$ cat config.mk
export PLATFORM = sky130hd
export DESIGN_NAME = instr_prefetch_buffer
export DESIGN_NICKNAME = d
export VERILOG_FILES = /design/src/rtl/instr_prefetch_buffer.sv
export SDC_FILE = /design/constraint.sdc
export NUM_CORES = 1
export LEC_CHECK = 0
export CAP_MARGIN = 5
export CORE_ASPECT_RATIO = 0.75
export CORE_UTILIZATION = 50
export DETAILED_ROUTE_END_ITERATION = 10
export DONT_BUFFER_PORTS = 1
export PLACE_DENSITY_LB_ADDON = 0.12
export REMOVE_ABC_BUFFERS = 1
export SLEW_MARGIN = 10
export SYNTH_ARGS = -nofsm -noshare
export SYNTH_HDL_FRONTEND = slang
export SYNTH_SLANG_ARGS = --single-unit
$ cat constraint.sdc
create_clock -name clk_i -period 7.5 [get_ports clk_i]
set_clock_uncertainty 0.05 [all_clocks]
set_input_delay 0 -clock clk_i [delete_from_list [all_inputs] [get_ports clk_i]]
set_output_delay 0 -clock clk_i [all_outputs]
set_load 0.02 [all_outputs]
$ cat src/rtl/instr_prefetch_buffer.sv
`default_nettype none
// ============================================================================
// Module   : instr_prefetch_buffer
// Brief    : Latency-tolerant instruction fetcher with a small {pc,instr} FIFO,
//            one outstanding req/ack fetch and redirect-driven flush.
// Revision : 1.0 - initial release
// ============================================================================
module instr_prefetch_buffer #(
    parameter int unsigned DEPTH    = 4,
    parameter logic [31:0] RESET_PC = 32'h0000_0000
) (
    input  logic        clk_i,
    input  logic        rst_i,
    input  logic        redirect_i,
    input  logic [31:0] redirect_pc_i,
    output logic        mem_req_o,
    output logic [31:0] mem_addr_o,
    input  logic        mem_ack_i,
    input  logic [31:0] mem_data_i,
    output logic        instr_valid_o,
    output logic [31:0] instr_o,
    output logic [31:0] instr_pc_o,
    input  logic        instr_ready_i
);

    localparam int unsigned c_ptr_w = $clog2(DEPTH);
    localparam int unsigned c_cnt_w = c_ptr_w + 1;
    localparam logic [c_cnt_w-1:0] c_depth = c_cnt_w'(DEPTH);

    localparam logic [1:0] c_st_idle = 2'd0;
    localparam logic [1:0] c_st_req  = 2'd1;
    localparam logic [1:0] c_st_drop = 2'd2;

    logic [1:0]         r_state;
    logic [1:0]         w_state_next;
    logic [31:0]        r_fetch_pc;
    logic [31:0]        w_fetch_pc_next;
    logic [31:0]        r_mem_addr;
    logic [c_cnt_w-1:0] r_count;
    logic [c_cnt_w-1:0] w_count_next;
    logic [c_ptr_w-1:0] r_rd_ptr;
    logic [c_ptr_w-1:0] r_wr_ptr;
    logic               w_push;
    logic               w_pop;
    logic               w_valid;

    logic [31:0]        r_buf_pc    [DEPTH];
    logic [31:0]        r_buf_instr [DEPTH];

    always_comb begin
        w_valid         = (r_count != '0);
        w_push          = (r_state == c_st_req) && mem_ack_i && !redirect_i;
        w_pop           = w_valid && instr_ready_i && !redirect_i;
        w_fetch_pc_next = r_fetch_pc;
        w_state_next    = r_state;

        if (redirect_i) begin
            w_count_next    = '0;
            w_fetch_pc_next = redirect_pc_i & ~32'h0000_0003;
        end else begin
            w_count_next = r_count + c_cnt_w'(w_push) - c_cnt_w'(w_pop);
            if (w_push) begin
                w_fetch_pc_next = r_fetch_pc + 32'd4;
            end
        end

        // A request, once issued, must complete; redirect while un-acked parks in DROP.
        case (r_state)
            c_st_idle: begin
                if (w_count_next < c_depth) begin
                    w_state_next = c_st_req;
                end
            end
            c_st_req: begin
                if (mem_ack_i) begin
                    if (redirect_i || (w_count_next >= c_depth)) begin
                        w_state_next = c_st_idle;
                    end
                end else if (redirect_i) begin
                    w_state_next = c_st_drop;
                end
            end
            c_st_drop: begin
                if (mem_ack_i) begin
                    w_state_next = c_st_idle;
                end
            end
            default: w_state_next = c_st_idle;
        endcase
    end

    always_ff @(posedge clk_i) begin
        if (rst_i) begin
            r_state    <= c_st_idle;
            r_count    <= '0;
            r_rd_ptr   <= '0;
            r_wr_ptr   <= '0;
            r_fetch_pc <= RESET_PC;
            r_mem_addr <= RESET_PC;
        end else begin
            r_state    <= w_state_next;
            r_count    <= w_count_next;
            r_fetch_pc <= w_fetch_pc_next;
            // Bus address stays on the old word until the dropped fetch completes.
            if (w_state_next != c_st_drop) begin
                r_mem_addr <= w_fetch_pc_next;
            end
            if (redirect_i) begin
                r_rd_ptr <= '0;
                r_wr_ptr <= '0;
            end else begin
                if (w_push) begin
                    r_wr_ptr <= r_wr_ptr + c_ptr_w'(1);
                end
                if (w_pop) begin
                    r_rd_ptr <= r_rd_ptr + c_ptr_w'(1);
                end
            end
        end
    end

    always_ff @(posedge clk_i) begin
        if (w_push) begin
            r_buf_pc[r_wr_ptr]    <= r_fetch_pc;
            r_buf_instr[r_wr_ptr] <= mem_data_i;
        end
    end

    assign mem_req_o     = (r_state != c_st_idle);
    assign mem_addr_o    = r_mem_addr;
    assign instr_valid_o = w_valid;
    assign instr_o       = w_valid ? r_buf_instr[r_rd_ptr] : 32'h0;
    assign instr_pc_o    = w_valid ? r_buf_pc[r_rd_ptr]    : 32'h0;

endmodule
`default_nettype wire

After elaboration in Yosys (flattened, before gate mapping)
Memories as Yosys holds them, arrays and structs flattened. A register that Yosys moved wholly into a read port is not among the register bits.
Cells that the tools add are included.
{"block": "word_totals", "regBits": 73, "mem_bits_rw": 256, "in_bits": 69, "out_inout_bits": 98, "wordCells": 45, "memories": 2}
{"name": "r_buf_instr", "depth": 4, "word_bits": 32, "read_ports": 1, "rd_clocked_by_memory_dff": 1, "wr": 1, "line_no": "48", "source": "logic [31:0] r_buf_instr [DEPTH];"}
{"name": "r_buf_pc", "depth": 4, "word_bits": 32, "read_ports": 1, "rd_clocked_by_memory_dff": 1, "wr": 1, "line_no": "47", "source": "logic [31:0] r_buf_pc [DEPTH];"}
{"block": "classes", "addsub": 5, "n_lt_le_gt_ge": 2, "n_eq_ne": 3, "mux": 17, "reduce_logical": 10}
{"op": "two-way mux 32 bit", "n": 4}
{"op": "adder 32 x 3 -> 32 bit (second input constant)", "n": 1}
{"op": "two-way mux 2 bit", "n": 9}
{"op": "case mux 2 bit (3 select lines)", "n": 1}
{"op": "adder 2 x 1 -> 2 bit (second input constant)", "n": 2}
{"op": "logical AND 1 bit", "n": 4}
{"op": "adder 3 x 1 -> 3 bit", "n": 1}
{"op": ">= comparator 3 bit (second input constant)", "n": 1}
{"op": "< comparator 3 bit (second input constant)", "n": 1}
{"op": "two-way mux 3 bit", "n": 1}
{"op": "nonzero test 3 bit", "n": 1}
{"op": "subtractor 3 x 1 -> 3 bit", "n": 1}
{"op": "== test 2 x 1 -> 1 bit (second input constant)", "n": 1}
{"op": "== test 2 bit (second input constant)", "n": 1}
{"op": "logical NOT 2 bit", "n": 1}
{"op": "two-way mux 1 bit", "n": 2}
{"op": "inequality test 2 bit (second input constant)", "n": 1}
{"op": "nonzero test 2 bit", "n": 1}
{"op": "OR reduction 2 bit", "n": 1}
{"op": "logical NOT 1 bit", "n": 1}
{"op": "logical OR 1 bit", "n": 1}

Longest topological paths before layout
Gate-level depths: netlist (run 1).
{"block": "depth", "word_depth": 12, "ltp_mapped": 13, "depth_no_buf": 12}

Least setup slack after synthesis (run 1)
No wires, ideal clock.
{"block": "synth_path", "path_kind": "input port to flip-flop", "start": "input port redirect_i", "end": "memory r_buf_instr[2][0] (enable)", "setup_time_ps": 429, "t_arrival_ps": 2548, "required_ps": 7021, "slack_ps": 4473, "path_stages": 5, "path_buffers": 3, "path_cell_list": "clkbuf_1 inv_2 buf_1 clkbuf_1 and3_1"}
{"block": "synth_via", "elab_chain_cells": 4}
{"item": "start, declared", "line_no": "14", "source": "input logic redirect_i,"}
{"item": "logical NOT 1 bit", "line_no": "52", "source": "w_push = (r_state == c_st_req) && mem_ack_i && !redirect_i;"}
{"item": "logical AND 1 bit", "line_no": "52"}
{"item": "two-way mux 1 bit", "line_no": "123", "source": "if (w_push) begin"}
{"item": "two-way mux 1 bit (implied by the code)", "line_no": "125", "source": "r_buf_instr[r_wr_ptr] <= mem_data_i;"}
{"item": "end, declared", "line_no": "48"}
Every way passes these cells.

Final worst setup path (run 1)
{"block": "layout_path", "start": "register r_fetch_pc[7]", "end": "register r_mem_addr[28], in the netlist mem_addr_o[28]"}
{"block": "layout_via", "elab_chain_cells": 3}
{"item": "start, declared", "line_no": "36", "source": "logic [31:0] r_fetch_pc;"}
{"item": "start signal, assigned", "line_no": "103", "source": "r_fetch_pc <= w_fetch_pc_next;"}
{"item": "adder 32 x 3 -> 32 bit", "line_no": "63", "source": "w_fetch_pc_next = r_fetch_pc + 32'd4;"}
{"item": "two-way mux 32 bit", "line_no": "62", "source": "if (w_push) begin"}
{"item": "two-way mux 32 bit", "line_no": "57", "source": "if (redirect_i) begin"}
{"item": "end signal, assigned", "line_no": "106", "source": "r_mem_addr <= w_fetch_pc_next;"}
{"item": "end, declared", "line_no": "38", "source": "logic [31:0] r_mem_addr;"}
Every way passes these cells.
A chain may end at the register's enable or synchronous reset.

==> impl_metrics.yaml, run 1 <==
sta:
  final_max_slew_viol_count: 0
  tightest_slew_ns: 1.07
  whs_ns: 0.0272
  min_period_ns: 3.22
  grt_setup_unrepaired: "no"
  setup_slack_ns: 4.28
  finalHoldViolCount: 0
  timing.fmax_mhz: 310
  slew-limit-headroom_pct: 28.6
  min_period_over_period_pct: 43.0
  setup_viol: 0
  fin_setup_tns_ns: 0
finish:
  areaGrowthSynthToFinish_pct: 18.3
  n_fill_cell: 1997
  drive_gt1_share_pct: 15.0
  multi_input_area_um2: 3780
  antennaDiodeCount: 0
  fin_nets: 988
  final-seq-area_um2: 9200
detailed_routing:
  route.detailed.drc: 0
  avgViaCountPerCell: 5.89
  ant_nets: 0
  first_pass_iters: 5
  vias: 7550
  initialDrtViolationCount: 469
  wl_per_cell_um: 23.0
  routed_wl_um: 29400
worst_setup_path:
  critical_path_class: "flop to flop"
  worst-path-buf-inv: 1
  reg2reg_from: "r_fetch_pc[7]"
  path_max_fanout: 18
  cp-startpoint: "r_fetch_pc[7]"
  worstPathRequired_ns: 7.84
  cp_top_family: "simple AND/OR/NAND/NOR gates"
  worstPathCellList: "nand3_2, or4_1, o41a_1, o21ai_0, a31oi_1, dlygate4sd3_1"
  arrival_ns: 3.56
  crit_path_start_kind: "flop"
  cp_slowest_cell: "or4_1"
  cpPeakStageDelay_ns: 0.88
  worstSetupEndpointType: "flop"
die:
  core.rowCount: 51
  die_h_um: 143
  pin_count: 167
  coreArea_um2: 25900
  start_util_pct: 50.8
  dieWidth_um: 189
  dieArea_um2: 27000
power_and_ir_drop:
  peakVddDrop_mv: 0.128
  leakage_nw: 5.03
  powerDensity_nw_per_um2: 256
synthesis:
  synth_cells: 830
  yosysSeqAreaShare_pct: 69.8
  synth_edf_count: 256
  avgSynthCellArea_um2: 15.9
  post_synth_fa_ha_maj_area_fraction_pct: 0.817
  synth-xor-area-share_pct: 1.13
  yosysUniqueCellTypes: 55
  synth_seq_cells: 331
  syn_area_um2: 13200
  synth_top_family_by_area: "multiplexers"
  async_reset_ff_share_pct: 0
  synth_compound_area_share_pct: 4.10
  synth.mux.area_fraction_pct: 11.4
  synthFlopType: "edfxtp_1"
  ys_warn_count: 0
  synth-simple-area-share_pct: 11.0
placement:
  port_buffers: 0
  hpwl_um: 16400
  gp_congestion: 0.783
  dpl_worst_slack_ns: 4.56
clock_network:
  cts_resized: 0
  cts_made_buffers: 34
  cts_tree: "built"
  cts_buffer_depth: 3
  root_buffer: "clkbuf_16"
  clk_pin_slew_ns: 0.06
  clock_latency_ns: 0.51
  cts.sinks: 331
  cts_max_level: 2
global_routing:
  grt_max_degree: 67
  grt_pass1_wl_um: 44800
  grt_use_total_pct: 22.1
  antenna_found_initial: 1
  gr-total-overflow: 0
  grt_pass1_vias: 7805
run_status:
  status: "finished clean"
run:
  cap_viol_max_count: 0
min_path:
  min_path_type: "input port to flop"
  hp-start: "mem_ack_i"
## state kept, by name (all words and copies together), names as in the netlist, named ones only
signal,count
r_fetch_pc,32
r_buf_instr,128
r_buf_pc,128
r_rd_ptr,2
r_wr_ptr,2
mem_addr_o,32
r_state,2
r_count,3
## cells by family (layout without fill, tap and decap cells)
group,after synthesis,in the layout
adder cells (fa/ha/maj),8,8
XOR/XNOR,17,17
flip-flops,331,331
AND/OR/NAND/NOR,267,267
AO/OA/AOI/OAI,74,74
multiplexers,70,70
buffers and inverters,63,170
## worst register-to-register path: stages (launching register included)
cell	delay, ns
dfxtp_1	0.52
nand3_2	0.28
or4_1	0.88
o41a_1	0.54
o21ai_0	0.19
a31oi_1	0.10
dlygate4sd3_1	0.56
## synthesized netlist by cell type (2+ instances only)
cell	n	area, um^2
a211oi_1	5	37.5
a21oi_1	8	40.0
a31oi_1	7	43.8
and2_1	69	432
and3_1	9	56.3
and4_1	3	26.3
buf_1	9	33.8
clkbuf_1	39	146
dfxtp_1	75	1500
edfxtp_1	256	7690
ha_1	7	87.6
inv_1	13	48.8
mux2i_1	5	50.1
mux4_2	64	1440
nand2_1	29	109
nand2b_1	6	37.5
nand3_1	36	180
nand3b_1	4	30.0
nand4_1	5	31.3
nand4b_1	2	17.5
nor2_1	45	169
nor2b_1	2	12.5
nor3_1	26	130
nor4_1	18	113
o21a_1	3	22.5
o21ai_0	15	75.1
o22a_1	4	35.0
o311a_1	2	20.0
o31a_1	8	70.1
o31ai_1	4	30.0
o41ai_1	8	70.1
or2_2	3	18.8
or3_1	2	12.5
or4_1	3	22.5
xnor2_1	10	87.6
xor2_1	7	61.3
## path summary, 6_finish.rpt
path	slack, ns	endpoint	depth (start not counted)
max	4.28	mem_addr_o[28]	6
min	0.03	r_fetch_pc[3]	3
max reg2reg	4.28	mem_addr_o[28]	6
min reg2reg	0.46	r_wr_ptr[1]	2
## what timing repair did
item / in CTS / in global routing
hold buffers: 90 / 0
setup buffers: 0 / 0
endpoints found under the hold margin: 202 / 0
## final cells by class
| type | instances | area share, % |
|---|---|---|
| flip-flops and latches | 331 | 59.0 |
| multi-input cells | 436 | 24.3 |
| clock buffers | 43 | 6.22 |
| clock inverters | 19 | 1.29 |
| repair buffers | 94 | 6.10 |
| inverters | 14 | 0.337 |
| well taps | 344 | 2.76 |
## metrics by stage
step	std cells	util (%)	power, mW	instance area (um^2)
6_report	1281	60.2	3.98	15600
5_1_grt	1281	60.2	4.10	15600
4_1_cts	1281	60.1	4.02	15600
3_5_place_dp	1129	52.1	2.23	13500
3_3_place_gp	1129	52.1	2.22	13500
2_1_floorplan	781	-	2.19	13000
## placed cells by master (no fill, tap or decap), drive strengths merged, types with 5 or more instances in the layout
cell	n
edfxtp	256
dlygate4sd3	88
dfxtp	75
and2	69
mux4	64
nor2	45
clkbuf	43
nand3	37
nand2	29
nor3	26
nor4	18
o21ai	15
inv	14
clkinv	13
xnor2	10
o41ai	9
and3	9
o31a	8
a21oi	8
xor2	7
a31oi	7
ha	7
nand2b	6
nand4	6
buf	6
a211oi	5
mux2i	5
## where the power goes
group	internal [mW]	total [mW]	switching, mW	leakage [nW]
Sequential	2.01	2.07	0.0579	2.93
Combinational	0.0809	0.179	0.0985	1.53
Clock	1.06	1.73	0.675	0.574
Total	3.15	3.98	0.832	5.03
## routing by layer
layer	vias up	global-route usage, %	part of all wire (%)	wire [um]
met4	2	7.00	2.1	612
met5	-	0	0.044	13
li1	3400	-	-	-
met1	3870	29.4	43	12700
met2	236	36.3	49	14300
met3	42	5.25	6.1	1800
(Power assumes the default switching activity.)
==> run 2, diff against run 1 <==
==> constraint.sdc (replaced) <==
create_clock -name clk_i -period 3 [get_ports clk_i]
set_clock_uncertainty 0.05 [all_clocks]
set_input_delay 0 -clock clk_i [delete_from_list [all_inputs] [get_ports clk_i]]
set_output_delay 0 -clock clk_i [all_outputs]
set_load 0.02 [all_outputs]
==> impl_metrics.yaml, run 2 (synthesis results as in run 1) <==
placement:
  dp_cells: 1148
  hpwl_um: 17900
  dpl_worst_slack_ns: 0.203
  gp_congestion: 0.808
  port_buffers: 0
worst_setup_path:
  crit_path_start_kind: "flop"
  cpPeakStageDelay_ns: 0.61
  worstPathRequired_ns: 3.34
  cp-startpoint: "r_fetch_pc[13]"
  worst-path-buf-inv: 2
  arrival_ns: 3.20
  cp_slowest_cell: "dlygate4sd3_1"
  critical_path_class: "flop to flop"
  path_max_fanout: 17
  cp_top_family: "buffers and inverters"
  reg2reg_from: "r_fetch_pc[13]"
  worstSetupEndpointType: "flop"
  worstPathCellList: "nand4b_1, or4_1, buf_4, o31a_1, o31ai_1, dlygate4sd3_1, nor2_1"
die:
  core.rowCount: 51
  coreArea_um2: 25900
  start_util_pct: 50.8
  pin_count: 167
  dieArea_um2: 27000
  die_h_um: 143
  dieWidth_um: 189
clock_network:
  root_buffer: "clkbuf_16"
  cts_made_buffers: 34
  post_cts_buffers: 0
  cts.sinks: 331
  cts_buffer_depth: 3
  cts_max_level: 2
  cts_tree: "built"
  clk_pin_slew_ns: 0.06
  clock_latency_ns: 0.51
finish:
  layout_commonest_cell: "edfxtp_1"
  fin_util_pct: 60.8
  stdcell_count: 1298
  final_cell_mix: "edfxtp_1 (256), dlygate4sd3_1 (86), and2_1 (68), mux4_2 (64), dfxtp_1 (63)"
  antennaDiodeCount: 0
  areaGrowthSynthToFinish_pct: 19.6
  multi_input_area_um2: 3790
  drive_gt1_share_pct: 17.6
  n_fill_cell: 1943
  top_regs: "r_buf_instr x128, r_buf_pc x128"
  fin_nets: 1005
  final-seq-area_um2: 9210
detailed_routing:
  wl_met1_um: 12800
  top_layer: "met4"
  avgViaCountPerCell: 5.81
  first_pass_iters: 5
  ant_nets: 0
  route.detailed.drc: 0
  wl_met3_um: 1740
  wl_per_cell_um: 22.5
  wl_met2_um: 14300
  initialDrtViolationCount: 587
  vias: 7537
  routed_wl_um: 29200
power_and_ir_drop:
  sequentialPowerShare_pct: 52.8
  peakVddDrop_mv: 0.424
  powerDensity_nw_per_um2: 622
  leakage_nw: 5.11
  netSwitchingPower_mw: 2.07
  cell_internal_pwr_mw: 7.74
  comb_power_share_pct: 4.7
  swShare_pct: 21.1
  clkPwrFrac_pct: 42.5
sta:
  tightest_slew_ns: 0.698
  final_max_slew_viol_count: 0
  setup_viol: 0
  slew-limit-headroom_pct: 53.4
  setup_slack_ns: 0.144
  min_period_ns: 2.86
  finalHoldViolCount: 0
  min_period_over_period_pct: 95.2
  timing.fmax_mhz: 350
  whs_ns: 0.0607
  grt_setup_unrepaired: "no"
global_routing:
  grt_use_total_pct: 22.1
  antenna_found_initial: 0
  grt_pass1_wl_um: 45100
  grt_max_degree: 67
  gr-total-overflow: 0
  grt_pass1_vias: 7808
run_status:
  status: "finished clean"
run:
  cap_viol_max_count: 0
min_path:
  hp-start: "mem_ack_i"
  min_path_type: "input port to flop"
run 2: cell types whose count changed in the layout (fill, tap and decap cells not counted), sizes merged:
cell / change
buf: +19
clkbuf: +4
bufinv: -2
clkinv: -2
dlygate4sd3: -2
run 2: routing by layer:
layer	track usage, %	up-vias
met1	30.2	3843
li1	-	3435
met3	4.71	31
met5	0	-
met2	36.5	228
met4	5.31	0
run 2: worst paths after layout:
check | end | slack (ns) | cells past startpoint
worst max-delay path | r_fetch_pc[20] | 0.14 | 7
worst min-delay path | mem_addr_o[29] | 0.06 | 3
worst max register to register | r_fetch_pc[20] | 0.14 | 7
worst min register to register | r_wr_ptr[1] | 0.45 | 2
run 2: cell type report:
class / instances / area share [%]
Sequential cell: 331 / 58.5
Clock buffer: 47 / 6.31
Inverter: 14 / 0.334
Tap cell: 344 / 2.73
Clock inverter: 15 / 0.802
Multi-Input combinational cell: 436 / 24.1
Timing Repair Buffer: 111 / 7.29
run 2: worst register-to-register path, delay by kind of cell, from the launching register on:
family / cells / cell delay, ns
DFF: 1 / 0.54
and+or+nand+nor: 3 / 0.73
buffers and inverters: 2 / 0.83
AOI/OAI and AO/OA: 2 / 0.61
run 2: what timing repair did:
action | CTS | global route
gates resized for setup | 0 | 14
setup endpoints to repair | 0 | 5
hold buffers | 88 | 0
hold endpoints to repair | 202 | 0
run 2: per-stage QoR:
stage / total power [mW] / TNS, ns / area (um^2)
after floorplan: 5.46 / -41.83 / 13000
after global placement: 5.57 / 0 / 13700
after detailed placement: 5.59 / 0 / 13700
after CTS: 9.87 / 0 / 15700
after global routing: 10.1 / 0 / 15800
final: 9.80 / 0 / 15800
run 2: power by group through the flow:
stage               Sequential (mW)  Clock (mW)  Combinational [mW]
floorplan                      5.24           0               0.227
global placement               5.27           0               0.306
detailed placement             5.28           0               0.314
CTS                            5.18        4.23               0.458
global route                   5.19        4.40               0.496
finish                         5.18        4.16               0.459
